--- config.mk ---
export PLATFORM = sky130hd
export DESIGN_NAME = fetch_stage_hs
export DESIGN_NICKNAME = d
export VERILOG_FILES = /design/src/rtl/fetch_pkg.sv /design/src/rtl/fetch_ifid_reg.sv /design/src/rtl/pc_adder.sv /design/src/rtl/fetch_stage_hs.sv
export SDC_FILE = /design/constraint.sdc
export NUM_CORES = 1
export LEC_CHECK = 0
export CORE_UTILIZATION = 46
export DETAILED_ROUTE_END_ITERATION = 10
export PLACE_DENSITY_LB_ADDON = 0.2
export SYNTH_ARGS = -nofsm -noshare
export SYNTH_HDL_FRONTEND = slang
export SYNTH_SLANG_ARGS = --single-unit
export TNS_END_PERCENT = 50
--- constraint.sdc ---
create_clock -name clk -period 3.7 [get_ports clk]
set_input_delay 0.74 -clock clk [delete_from_list [all_inputs] [get_ports clk]]
set_output_delay 0.74 -clock clk [all_outputs]
set_load 0.05 [all_outputs]
--- src/rtl/fetch_pkg.sv ---
// Shared definitions for the handshaked fetch stage.
//   fetchState_t      : fetch FSM states (REQ, WAIT, HOLD, DROP)
//   NOP_INSTR_DEFAULT : instruction placed in IF/ID on flush or bubble
//   alignWord()       : clears the two low address bits of a target PC
package fetch_pkg;

  typedef enum logic [1:0] {
    REQ  = 2'd0,  // request outstanding on the bus, waiting for a grant
    WAIT = 2'd1,  // granted, waiting for the response
    HOLD = 2'd2,  // response parked in the hold buffer while decode stalls
    DROP = 2'd3   // a squashed response is still in flight and must be discarded
  } fetchState_t;

  localparam logic [31:0] NOP_INSTR_DEFAULT = 32'h0000_0013;

  function automatic logic [31:0] alignWord(input logic [31:0] pc);
    return {pc[31:2], 2'b00};
  endfunction

endpackage

--- src/rtl/fetch_ifid_reg.sv ---
// IF/ID pipeline register with flush and stall control.
//   clk, rst_n        : clock, asynchronous active-low reset
//   flush             : squash contents to a NOP bubble (highest priority)
//   stall             : keep current contents
//   load              : capture instrIn/pcIn/pcPlus4In/validIn
//   instr/pc/pcPlus4/valid : registered IF/ID contents
// With neither flush, stall nor load the register takes a NOP bubble, so a
// given instruction is presented to decode only until decode accepts it.
module fetch_ifid_reg #(
  parameter int          XLEN      = 32,
  parameter logic [31:0] NOP_INSTR = 32'h0000_0013
) (
  input  logic            clk,
  input  logic            rst_n,
  input  logic            flush,
  input  logic            stall,
  input  logic            load,
  input  logic [31:0]     instrIn,
  input  logic [XLEN-1:0] pcIn,
  input  logic [XLEN-1:0] pcPlus4In,
  input  logic            validIn,
  output logic [31:0]     instr,
  output logic [XLEN-1:0] pc,
  output logic [XLEN-1:0] pcPlus4,
  output logic            valid
);

  // IF/ID register update: flush > stall > load > bubble.
  always_ff @(posedge clk or negedge rst_n) begin
    if (!rst_n) begin
      instr   <= NOP_INSTR;
      pc      <= {XLEN{1'b0}};
      pcPlus4 <= {XLEN{1'b0}};
      valid   <= 1'b0;
    end else if (flush) begin
      instr   <= NOP_INSTR;
      pc      <= {XLEN{1'b0}};
      pcPlus4 <= {XLEN{1'b0}};
      valid   <= 1'b0;
    end else if (stall) begin
      instr   <= instr;
      pc      <= pc;
      pcPlus4 <= pcPlus4;
      valid   <= valid;
    end else if (load) begin
      instr   <= instrIn;
      pc      <= pcIn;
      pcPlus4 <= pcPlus4In;
      valid   <= validIn;
    end else begin
      instr   <= NOP_INSTR;
      pc      <= {XLEN{1'b0}};
      pcPlus4 <= {XLEN{1'b0}};
      valid   <= 1'b0;
    end
  end

endmodule

--- src/rtl/pc_adder.sv ---
// PC incrementer.
//   pc      : current program counter
//   pcPlus4 : pc + 4, wrapping modulo 2^XLEN
module pc_adder #(
  parameter int XLEN = 32
) (
  input  logic [XLEN-1:0] pc,
  output logic [XLEN-1:0] pcPlus4
);

  assign pcPlus4 = pc + XLEN'(32'd4);

endmodule

--- src/rtl/fetch_stage_hs.sv ---
// Fetch stage with a single-outstanding req/gnt/rvalid instruction-memory port.
//   clk, rst_n      : clock, asynchronous active-low reset
//   redirect_i      : execute-stage taken branch/jump; redirect_pc_i is the target
//   stall_d_i       : decode cannot accept; IF/ID is frozen
//   imem_req_o      : fetch request valid (only in REQ)
//   imem_addr_o     : fetch address, always the current fetch PC
//   imem_gnt_i      : memory accepts the request this cycle
//   imem_rvalid_i   : response valid, imem_rdata_i carries the instruction
//   instr_d_o, pc_d_o, pc_plus4_d_o, valid_d_o : IF/ID contents
module fetch_stage_hs
  import fetch_pkg::*;
#(
  parameter int               XLEN         = 32,
  parameter logic [XLEN-1:0]  RESET_VECTOR = {XLEN{1'b0}},
  parameter logic [31:0]      NOP_INSTR    = NOP_INSTR_DEFAULT
) (
  input  logic            clk,
  input  logic            rst_n,
  input  logic            redirect_i,
  input  logic [XLEN-1:0] redirect_pc_i,
  input  logic            stall_d_i,
  output logic            imem_req_o,
  output logic [XLEN-1:0] imem_addr_o,
  input  logic            imem_gnt_i,
  input  logic            imem_rvalid_i,
  input  logic [31:0]     imem_rdata_i,
  output logic [31:0]     instr_d_o,
  output logic [XLEN-1:0] pc_d_o,
  output logic [XLEN-1:0] pc_plus4_d_o,
  output logic            valid_d_o
);

  fetchState_t     state;
  logic [XLEN-1:0] pcF;
  logic [XLEN-1:0] pcPlus4F;
  logic [XLEN-1:0] redirectTarget;
  logic            reqR;
  logic            granted;

  // One-entry hold buffer for a response that arrived while decode stalled.
  logic [31:0]     holdInstr;
  logic [XLEN-1:0] holdPc;
  logic            holdValid;

  // IF/ID load path.
  logic            ifidLoad;
  logic            ifidFromHold;
  logic [31:0]     ifidInstrIn;
  logic [XLEN-1:0] ifidPcIn;
  logic [XLEN-1:0] ifidPcPlus4In;
  logic            ifidValidIn;

  assign redirectTarget = {redirect_pc_i[XLEN-1:2], 2'b00};
  // A grant only counts while the request is actually being driven; right
  // after reset the FSM is in REQ but req is still low for one cycle.
  assign granted        = reqR & imem_gnt_i;

  assign imem_req_o  = reqR;
  assign imem_addr_o = pcF;

  pc_adder #(.XLEN(XLEN)) u_pcInc (
    .pc      (pcF),
    .pcPlus4 (pcPlus4F)
  );

  pc_adder #(.XLEN(XLEN)) u_ifidInc (
    .pc      (ifidPcIn),
    .pcPlus4 (ifidPcPlus4In)
  );

  // Select what IF/ID captures and when; redirect suppresses any write.
  always_comb begin
    ifidLoad     = 1'b0;
    ifidFromHold = 1'b0;
    if (redirect_i) begin
      ifidLoad     = 1'b0;
      ifidFromHold = 1'b0;
    end else begin
      case (state)
        WAIT: begin
          ifidFromHold = 1'b0;
          ifidLoad     = imem_rvalid_i & ~stall_d_i;
        end
        HOLD: begin
          ifidFromHold = 1'b1;
          ifidLoad     = ~stall_d_i;
        end
        default: begin
          // REQ and DROP never write IF/ID; rvalid there is ignored.
          ifidFromHold = 1'b0;
          ifidLoad     = 1'b0;
        end
      endcase
    end
  end

  assign ifidInstrIn = ifidFromHold ? holdInstr : imem_rdata_i;
  assign ifidPcIn    = ifidFromHold ? holdPc    : pcF;
  assign ifidValidIn = ifidFromHold ? holdValid : 1'b1;

  // Fetch FSM: state, fetch PC, hold buffer and registered request.
  always_ff @(posedge clk or negedge rst_n) begin
    if (!rst_n) begin
      state     <= REQ;
      pcF       <= RESET_VECTOR;
      reqR      <= 1'b0;
      holdInstr <= NOP_INSTR;
      holdPc    <= {XLEN{1'b0}};
      holdValid <= 1'b0;
    end else if (redirect_i) begin
      // A redirect always wins; a response already in flight must be drained
      // in DROP unless it is arriving in this very cycle.
      pcF       <= redirectTarget;
      holdInstr <= NOP_INSTR;
      holdPc    <= {XLEN{1'b0}};
      holdValid <= 1'b0;
      case (state)
        REQ: begin
          if (granted) begin
            state <= DROP;
            reqR  <= 1'b0;
          end else begin
            state <= REQ;
            reqR  <= 1'b1;
          end
        end
        WAIT, DROP: begin
          if (imem_rvalid_i) begin
            state <= REQ;
            reqR  <= 1'b1;
          end else begin
            state <= DROP;
            reqR  <= 1'b0;
          end
        end
        HOLD: begin
          state <= REQ;
          reqR  <= 1'b1;
        end
        default: begin
          state <= REQ;
          reqR  <= 1'b1;
        end
      endcase
    end else begin
      case (state)
        REQ: begin
          if (granted) begin
            state <= WAIT;
            reqR  <= 1'b0;
          end else begin
            state <= REQ;
            reqR  <= 1'b1;
          end
        end
        WAIT: begin
          if (imem_rvalid_i && stall_d_i) begin
            holdInstr <= imem_rdata_i;
            holdPc    <= pcF;
            holdValid <= 1'b1;
            state     <= HOLD;
            reqR      <= 1'b0;
          end else if (imem_rvalid_i) begin
            pcF   <= pcPlus4F;
            state <= REQ;
            reqR  <= 1'b1;
          end else begin
            state <= WAIT;
            reqR  <= 1'b0;
          end
        end
        HOLD: begin
          if (!stall_d_i) begin
            pcF       <= pcPlus4F;
            holdInstr <= NOP_INSTR;
            holdPc    <= {XLEN{1'b0}};
            holdValid <= 1'b0;
            state     <= REQ;
            reqR      <= 1'b1;
          end else begin
            state <= HOLD;
            reqR  <= 1'b0;
          end
        end
        DROP: begin
          if (imem_rvalid_i) begin
            state <= REQ;
            reqR  <= 1'b1;
          end else begin
            state <= DROP;
            reqR  <= 1'b0;
          end
        end
        default: begin
          state <= REQ;
          reqR  <= 1'b0;
        end
      endcase
    end
  end

  fetch_ifid_reg #(
    .XLEN      (XLEN),
    .NOP_INSTR (NOP_INSTR)
  ) u_ifid (
    .clk       (clk),
    .rst_n     (rst_n),
    .flush     (redirect_i),
    .stall     (stall_d_i),
    .load      (ifidLoad),
    .instrIn   (ifidInstrIn),
    .pcIn      (ifidPcIn),
    .pcPlus4In (ifidPcPlus4In),
    .validIn   (ifidValidIn),
    .instr     (instr_d_o),
    .pc        (pc_d_o),
    .pcPlus4   (pc_plus4_d_o),
    .valid     (valid_d_o)
  );

endmodule

# Word-level counts from Yosys, hierarchy flattened
# Cells that the tools add are included.
[classes] addsub=2 reduce_logical=6 mux=52 eq_ne=8 bitwise_logic=3
[op_table] operator="two-way mux 32 bit" count=21
[op_table] operator="one-hot mux 32 bit (2 select lines)" count=3
[op_table] operator="adder 32 x 3 -> 32 bit, second input constant" count=2
[op_table] operator="two-way mux 1 bit" count=17
[op_table] operator="!= test 3 bit, second input constant" count=4
[op_table] operator="two-way mux 2 bit" count=5
[op_table] operator="one-hot mux 2 bit (4 select lines)" count=1
[op_table] operator="one-hot mux 2 bit (3 select lines)" count=1
[op_table] operator="== test 2 bit, second input constant" count=2
[op_table] operator="one-hot mux 1 bit (2 select lines)" count=2
[op_table] operator="one-hot mux 1 bit (4 select lines)" count=1
[op_table] operator="AND reduction 4 bit" count=1
[op_table] operator="one-hot mux 1 bit (3 select lines)" count=1
[op_table] operator="AND reduction 3 bit" count=1
[op_table] operator="nonzero test 3 bit" count=1
[op_table] operator="AND 1 bit" count=2
[op_table] operator="== test 2 x 1 -> 1 bit, second input constant" count=1
[op_table] operator="zero test 2 bit" count=1
[op_table] operator="!= test 2 bit, second input constant" count=1
[op_table] operator="OR reduction 2 bit" count=1
[op_table] operator="logical AND 1 bit" count=1
[op_table] operator="inverter 1 bit" count=1
[totals] ff_bits=197 output_inout_bits=130 elab_cells=81

# Logic depth before layout (Yosys ltp)
# Gate-level depths: netlist of the first run.
[depth] ltp_word=8 ltp_mapped=17 ltp_nobuf=12

# Modules after synthesis
# Synthesis of the first run repeated with hierarchy kept, for this count alone.
[hier_totals] hier_cells=801 area_unflattened_um2=9914.5
[modules_own_cells] module="fetch_stage_hs" area_each_um2=5041.1 cells_each=400 seq_area_each_um2=2506.2 n_inst=1
[modules_own_cells] module="fetch_ifid_reg" area_each_um2=3686.0 cells_each=231 seq_area_each_um2=2431.1 n_inst=1
[modules_own_cells] module="pc_adder at u_pcInc" area_each_um2=606.8 cells_each=87 seq_area_each_um2=0.0 n_inst=1
[modules_own_cells] module="pc_adder at u_ifidInc" area_each_um2=580.6 cells_each=83 seq_area_each_um2=0.0 n_inst=1

# Worst setup path after synthesis of the first run
# OpenSTA, ideal clock, no wires.
[synth_path] path_type="input-to-reg" from="input port redirect_i" to="register u_ifid.pcPlus4[30]" slack_ps=-523 required_ps=3578 t_arrival_ps=4101 setup_time_ps=122 stages=16 path_cell_list="buf_6 nor2b_1 buf_6 buf_2 buf_2 buf_1 mux2i_1 inv_1 ha_1 nand2_1 mux2i_1 nand3_2 or4b_1 clkbuf_2 or4_1 a32o_1"
[synth_between] elab_chain_len=6
[synth_lines] element="start, declared" line="fetch_stage_hs.sv:19" text="input logic redirect_i,"
[synth_lines] element="two-way mux 1 bit" line="fetch_stage_hs.sv:75" text="if (redirect_i) begin"
[synth_lines] element="two-way mux 32 bit" line="fetch_stage_hs.sv:98" text="assign ifidPcIn = ifidFromHold ? holdPc : pcF;"
[synth_lines] element="adder 32 x 3 -> 32 bit" line="pc_adder.sv:11" text="assign pcPlus4 = pc + XLEN'(32'd4);"
[synth_lines] element="two-way mux 32 bit" line="fetch_ifid_reg.sv:45" text="end else if (load) begin"
[synth_lines] element="two-way mux 32 bit" line="fetch_ifid_reg.sv:40" text="end else if (stall) begin"
[synth_lines] element="two-way mux 32 bit" line="fetch_ifid_reg.sv:35" text="end else if (flush) begin"
[synth_lines] element="end signal, assigned" line="fetch_ifid_reg.sv:38" text="pcPlus4 <= {XLEN{1'b0}};"
[synth_lines] element="end signal, assigned" line="fetch_ifid_reg.sv:43" text="pcPlus4 <= pcPlus4;"
[synth_lines] element="end signal, assigned" line="fetch_ifid_reg.sv:48" text="pcPlus4 <= pcPlus4In;"
[synth_lines] element="end, declared" line="fetch_ifid_reg.sv:24" text="output logic [XLEN-1:0] pcPlus4,"
# Several ways; a longest one is shown, not always the timed one. The select of a mux whose other input is x is not followed.
# A chain may end at the register's enable or synchronous reset.

# Worst setup path after layout of the first run
[layout_path] from="register state[0]" to="register u_ifid.pcPlus4[30]"
[layout_between] elab_chain_len=8
[layout_lines] element="start, declared" line="fetch_stage_hs.sv:33" text="fetchState_t state;"
[layout_lines] element="start signal, assigned" line="fetch_stage_hs.sv:104" text="state <= REQ;"
[layout_lines] element="start signal, assigned" line="fetch_stage_hs.sv:120" text="state <= DROP;"
[layout_lines] element="start signal, assigned" line="fetch_stage_hs.sv:123" text="state <= REQ;"
[layout_lines] element="== test 2 bit" line="fetch_stage_hs.sv:79" text="case (state)"
[layout_lines] element="two-way mux 1 bit" line="fetch_stage_hs.sv:79"
[layout_lines] element="two-way mux 1 bit" line="fetch_stage_hs.sv:75"
[layout_lines] element="two-way mux 32 bit" line="fetch_stage_hs.sv:98"
[layout_lines] element="adder 32 x 3 -> 32 bit" line="pc_adder.sv:11"
[layout_lines] element="two-way mux 32 bit *" line="fetch_ifid_reg.sv:45"
[layout_lines] element="two-way mux 32 bit *" line="fetch_ifid_reg.sv:40"
[layout_lines] element="two-way mux 32 bit *" line="fetch_ifid_reg.sv:35"
# Mark *: on every way between the ends. The rest lies on a longest branch, timed or not. The select of a mux whose other input is x is not followed.

==> results of run 1 <==
==> power by group through the flow <==
stage / combinational, mW / sequential (mW) / clock (mW)
global placement: 1.48 / 2.57 / 0
finish: 1.50 / 2.54 / 1.73
detailed placement: 1.50 / 2.58 / 0
floorplan: 0.718 / 2.81 / 0
CTS: 1.51 / 2.54 / 1.77
global route: 1.62 / 2.58 / 1.85
==> area by class of cell <==
class	count	share of cell area
sequential	191	0.404
timing repair buffer	220	0.183
tap	260	0.0274
inverter	9	0.00285
clock inverter	15	0.0108
clock buffer	17	0.0359
multi-input combinational	621	0.337
==> metal layers <==
layer | global-route usage | vias to the layer above | part of all wire
met5 | 0 | - | 0.00055
met4 | 0.0770 | 2 | 0.016
met3 | 0.0407 | 30 | 0.042
met2 | 0.356 | 200 | 0.44
met1 | 0.370 | 3578 | 0.50
li1 | - | 3488 | -
==> path summary, 6_finish.rpt <==
check / cells after the start / slack, ps / to / startpoint
worst max-delay path: 12 / 300 / u_ifid.pcPlus4[30] / state[0]
worst min-delay path: 1 / 390 / u_ifid.pc[12] / rst_n
worst max register to register: 12 / 300 / u_ifid.pcPlus4[30] / state[0]
worst min register to register: 2 / 460 / holdInstr[4] / holdInstr[4]
max in group asynchronous: 2 / 2400 / u_ifid.pcPlus4[28] / rst_n
min in group clk: 2 / 460 / holdInstr[4] / holdInstr[4]
==> registers in the layout, indices dropped and copies added, names as in the netlist <==
signal          cells
imem_addr_o        30
u_ifid.pcPlus4     30
imem_req_o          1
holdInstr          32
holdPc             31
holdValid           1
u_ifid.valid        1
u_ifid.pc          31
state               2
u_ifid.instr       32
==> cell families after synthesis <==
kind of cell | share of synthesized area
xor gates and xnor gates | 0.0396
buffers and inverters | 0.0359
AOI/OAI and AO/OA | 0.152
and+or+nand+nor | 0.148
other | 0.000414
muxes | 0.0873
adders and majority gates | 0.00829
DFF | 0.528
==> per-stage QoR <==
step	util	area, sq um	instances	setup slack (ps)
floorplan	-	9110	885	32.0
global placement	0.594	11300	1301	340
detailed placement	0.594	11300	1301	283
CTS	0.623	11900	1333	332
global route	0.623	11900	1333	53.8
finish	0.623	11900	1333	304
==> synthesized netlist by cell type, drive strengths merged, types with 2 or more instances <==
cell,count
a21o,6
a21oi,8
a22o,67
a31o,2
a31oi,4
a32o,9
and2,4
and3,16
and4b,3
buf,19
clkbuf,45
dfrtp,185
dfstp,6
ha,6
inv,9
mux2,7
mux2i,67
nand2,170
nand2b,4
nand3,20
nand4,14
nand4b,2
nor2,30
nor2b,4
nor3,6
nor4,8
nor4b,2
o211ai,3
o21ai,99
o31ai,5
or3,4
or4,3
xnor2,20
xor2,21
==> critical path: stages (launching register included) <==
cell	delay (ps)
dfrtp_1	430
inv_1	100
ha_1	230
nor2b_4	220
mux2i_1	160
inv_1	110
ha_2	200
nand2_1	70
mux2i_2	260
nand3_2	140
or4b_1	610
or4_1	500
a32o_1	250
==> results.toml, run 1 <==
[placement]
hpwl_um = 16800
port_buffers = 195
place_congestion = 0.806

[clock_network]
cts_resized = 0
numClockSinks = 191
post_cts_buffers = 0
cts_buffers = 17
cts_root_buf = "clkbuf_16"
path_clk_slew_ps = 70
holdBufCountCts = 0
cts_buffer_depth = 2
insertion_delay_ps = 440
htreeDepth = 4
cts_tree = "done"

[synth]
synth-seq-area-share = 0.528
synthArstFlopShare = 1.00
syn_area_sq_um = 9060
synth_edf_count = 0
yosysTopAreaCell = "dfrtp_1"
netlist.area_leader.share = 0.511
yosysWarnings = 0
synth_cell_type_count = 48
avgSynthCellArea_sq_um = 10.2
synth_seq_cells = 191
ys_dominant_reg_cell = "dfrtp_1"
yosys-top-cells-area = "dfrtp_1 51%, mux2i_1 7.1%, nand2_1 7.0%"
synthCells = 884

[layout]
multi_input_area_sq_um = 3990
regArea_sq_um = 4790
area_growth_pct = 30.8
fillCellCount = 1610
final_nets = 1136
layout_commonest_cell = "clkdlybuf4s50_1"
layout_common_cells = "193 x clkdlybuf4s50_1, 185 x dfrtp_1, 170 x nand2_1, 99 x o21ai_0, 67 x a22o_1"
diodes = 0
drive_above_1_share = 0.0811

[worst_setup_path]
critical_path_required_ps = 4030
critPathKind = "flip-flop to flip-flop"
end_kind = "flip-flop"
cp-start-kind = "flip-flop"
critPathMaxFanout = 7
arrival_ps = 3720

[routing]
firstDrtPassIters = 5
first_iter_violations = 343
viasPerCell = 5.47
detail_route.wl_per_cell_um = 17.7
routed_wl_um = 23700
drtAntennaViolNets = 0
drc = 0
vias = 7298

[pwr]
power.switching_mw = 1.98
clock_power_share = 0.300
power.share.sequential = 0.440
cellLeakagePower_nw = 5.23
p_per_area_nw_per_um2 = 487
ir_drop_mv = 0.365
combPwrFrac = 0.260
p_sw_frac = 0.343
p_int_mw = 3.79
finalPower_mw = 5.78

[timing]
finalSetupTns_ps = 0
drv_slew = 0
period_needed_ps = 3400
hold_viol_final = 0
fin_crit_sh = 0.918
clock_skew_ps = 9.59
holdWs_ps = 385
fmax_mhz = 294
setup_viol = 0
relSlewSlack = 0.449
rsz0062_at_grt = "false"
worst_pin_slew_ps = 827

[global_route]
grt_max_degree = 100
grt_use_total = 0.244
grt_pass1_wl_um = 38100
overflow = 0
grt_pass1_vias = 6943
antenna_found_initial = 1

[flow_run]
drv_cap = 0

[die]
coreArea_sq_um = 19000
die_h_um = 142
die_area_sq_um = 20300
start_util = 0.476
pin_count = 200
die_width_um = 142
num_rows = 50

[run_status]
status = "finished, final reports clean"

[min_path]
hold_path.class = "input pin to asynchronous set/reset pin"
Note: power is estimated with default switching activity, not from simulation.
==> inputs of run 2 (changes only) <==
--- a/config.mk
+++ b/config.mk
@@ -11,4 +11,4 @@
 export SYNTH_ARGS = -nofsm -noshare
 export SYNTH_HDL_FRONTEND = slang
 export SYNTH_SLANG_ARGS = --single-unit
-export TNS_END_PERCENT = 50
+export TNS_END_PERCENT = 1
==> results of run 2 <==
Same layout as run 1: the final DEF is identical, and so are final timing and power.
==> inputs of run 3 (changes only) <==
--- a/config.mk
+++ b/config.mk
@@ -5,6 +5,7 @@
 export SDC_FILE = /design/constraint.sdc
 export NUM_CORES = 1
 export LEC_CHECK = 0
+export CORE_MARGIN = 3
 export CORE_UTILIZATION = 46
 export DETAILED_ROUTE_END_ITERATION = 10
 export PLACE_DENSITY_LB_ADDON = 0.2
==> run 3 against run 2 <==
Net effect:
- first-iteration DRC count up 59%
- maximum frequency grew 0.19%
- register-to-register slack is essentially flat
- combinational power hardly changed
- cell area rose by 0.93%
- sequential share of layout area down 0.37 points
- die area up 5.7%
- count of clock-buffer cells in the layout is the same
- critical path depth is the same
- largest cell class unchanged
==> results.toml, run 3 (synthesis results as in run 1) <==
[clock_network]
path_clk_slew_ps = 80
numClockSinks = 191
cts_tree = "done"
cts_root_buf = "clkbuf_16"
post_cts_buffers = 0
cts_resized = 0
insertion_delay_ps = 440
cts_buffers = 17
cts_buffer_depth = 2
htreeDepth = 4
holdBufCountCts = 0

[global_route]
grt_pass1_wl_um = 39200
overflow = 0
grt_use_total = 0.226
grt_pass1_vias = 7090
antenna_found_initial = 0
grt_max_degree = 99

[routing]
routed_wl_um = 24200
detail_route.wl_per_cell_um = 18.1
viasPerCell = 5.49
vias = 7323
firstDrtPassIters = 5
first_iter_violations = 547
drtAntennaViolNets = 0
drc = 0

[worst_setup_path]
arrival_ps = 3720
cp-start-kind = "flip-flop"
critPathKind = "flip-flop to flip-flop"
timing.rr.end = "u_ifid.pcPlus4[30]"
critical_path_required_ps = 4030
critPathMaxFanout = 7
end_kind = "flip-flop"
rrSetupSlack_ps = 310
reg2reg_depth = 12
r2r-start = "state[0]"

[timing]
fin_crit_sh = 0.916
setup_viol = 0
period_needed_ps = 3390
relSlewSlack = 0.456
hold_viol_final = 0
clock_skew_ps = 10.7
drv_slew = 0
finalSetupTns_ps = 0
fmax_mhz = 295
worst_pin_slew_ps = 816
rsz0062_at_grt = "false"
holdWs_ps = 400
finalWorstSetupSlack_ps = 310

[layout]
area_growth_pct = 32.0
fin_cells = 1335
drive_above_1_share = 0.0828
layout_commonest_cell = "clkdlybuf4s50_1"
layout_common_cells = "193 x clkdlybuf4s50_1, 185 x dfrtp_1, 170 x nand2_1, 99 x o21ai_0, 67 x a22o_1"
design_area_sq_um = 12000
final_util = 0.629
diodes = 0
biggestRegsByFlops = "holdInstr (32), u_ifid.instr (32)"
final_nets = 1138

[die]
num_rows = 50
pin_count = 200
die_width_um = 146
coreArea_sq_um = 19000
die_area_sq_um = 21400
start_util = 0.476
die_h_um = 146

[pwr]
p_per_area_nw_per_um2 = 498
finalPower_mw = 5.96
cellLeakagePower_nw = 5.28
ir_drop_mv = 0.359

[run_status]
status = "finished, final reports clean"

[placement]
place_congestion = 0.815
pre_cts_slack_ps = 213
hpwl_um = 17200
dp.cells = 1303
dpl_cell_area_sq_um = 11300
port_buffers = 195

[min_path]
hold_path.class = "input pin to asynchronous set/reset pin"

[flow_run]
drv_cap = 0
-- run 3: cell types whose count changed in the layout (fill, tap and decap cells not counted), sizes merged --
| cell | before | now |
|---|---|---|
| clkinv | 5 | 7 |
| clkinvlp | 3 | 0 |
| bufinv | 0 | 1 |
| buf | 26 | 28 |
-- run 3: where the power goes --
group	internal, mW	switching, mW
Clock	0.988	0.922
Combinational	0.581	0.925
Sequential	2.33	0.216
Total	3.90	2.06
-- run 3: worst max-delay path, cell delays in order (launching register included) --
cell and delay (ps):
dfrtp_1 430, inv_1 100, ha_1 220, nor2b_4 200, mux2i_1 150, inv_1 130, ha_2 220, nand2_1 70
mux2i_2 250, nand3_2 150, or4b_1 610, or4_1 510, a32o_1 250
-- run 3: metal layers --
layer  GRT usage  wire length (um)  vias to the layer above
li1            -                 -                     3481
met1       0.347             11800                     3597
met4      0.0602               377                        0
met2       0.329             10600                      222
met5           0                 0                        -
met3      0.0419              1300                       23
-- run 3: layout make-up --
cell class                      instances  area, sq um
Clock buffer                           17          425
Clock inverter                         15          210
Fill cell                            1606         7060
Inverter                                9         33.8
Multi-Input combinational cell        621         3990
Sequential cell                       191         4790
Tap cell                              260          325
Timing Repair Buffer                  222         2190
-- run 3: worst max path at each step --
stage / slack [ps] / from / end / cells past startpoint
2_1_floorplan: 30 / redirect_i / u_ifid.pcPlus4[30] / 16
3_3_place_gp: 250 / redirect_i / u_ifid.pcPlus4[30] / 11
3_5_place_dp: 210 / redirect_i / u_ifid.pcPlus4[30] / 11
4_1_cts: 340 / state[0] / u_ifid.pcPlus4[30] / 12
5_1_grt: 130 / state[0] / u_ifid.pcPlus4[30] / 12
6_report: 310 / state[0] / u_ifid.pcPlus4[30] / 12
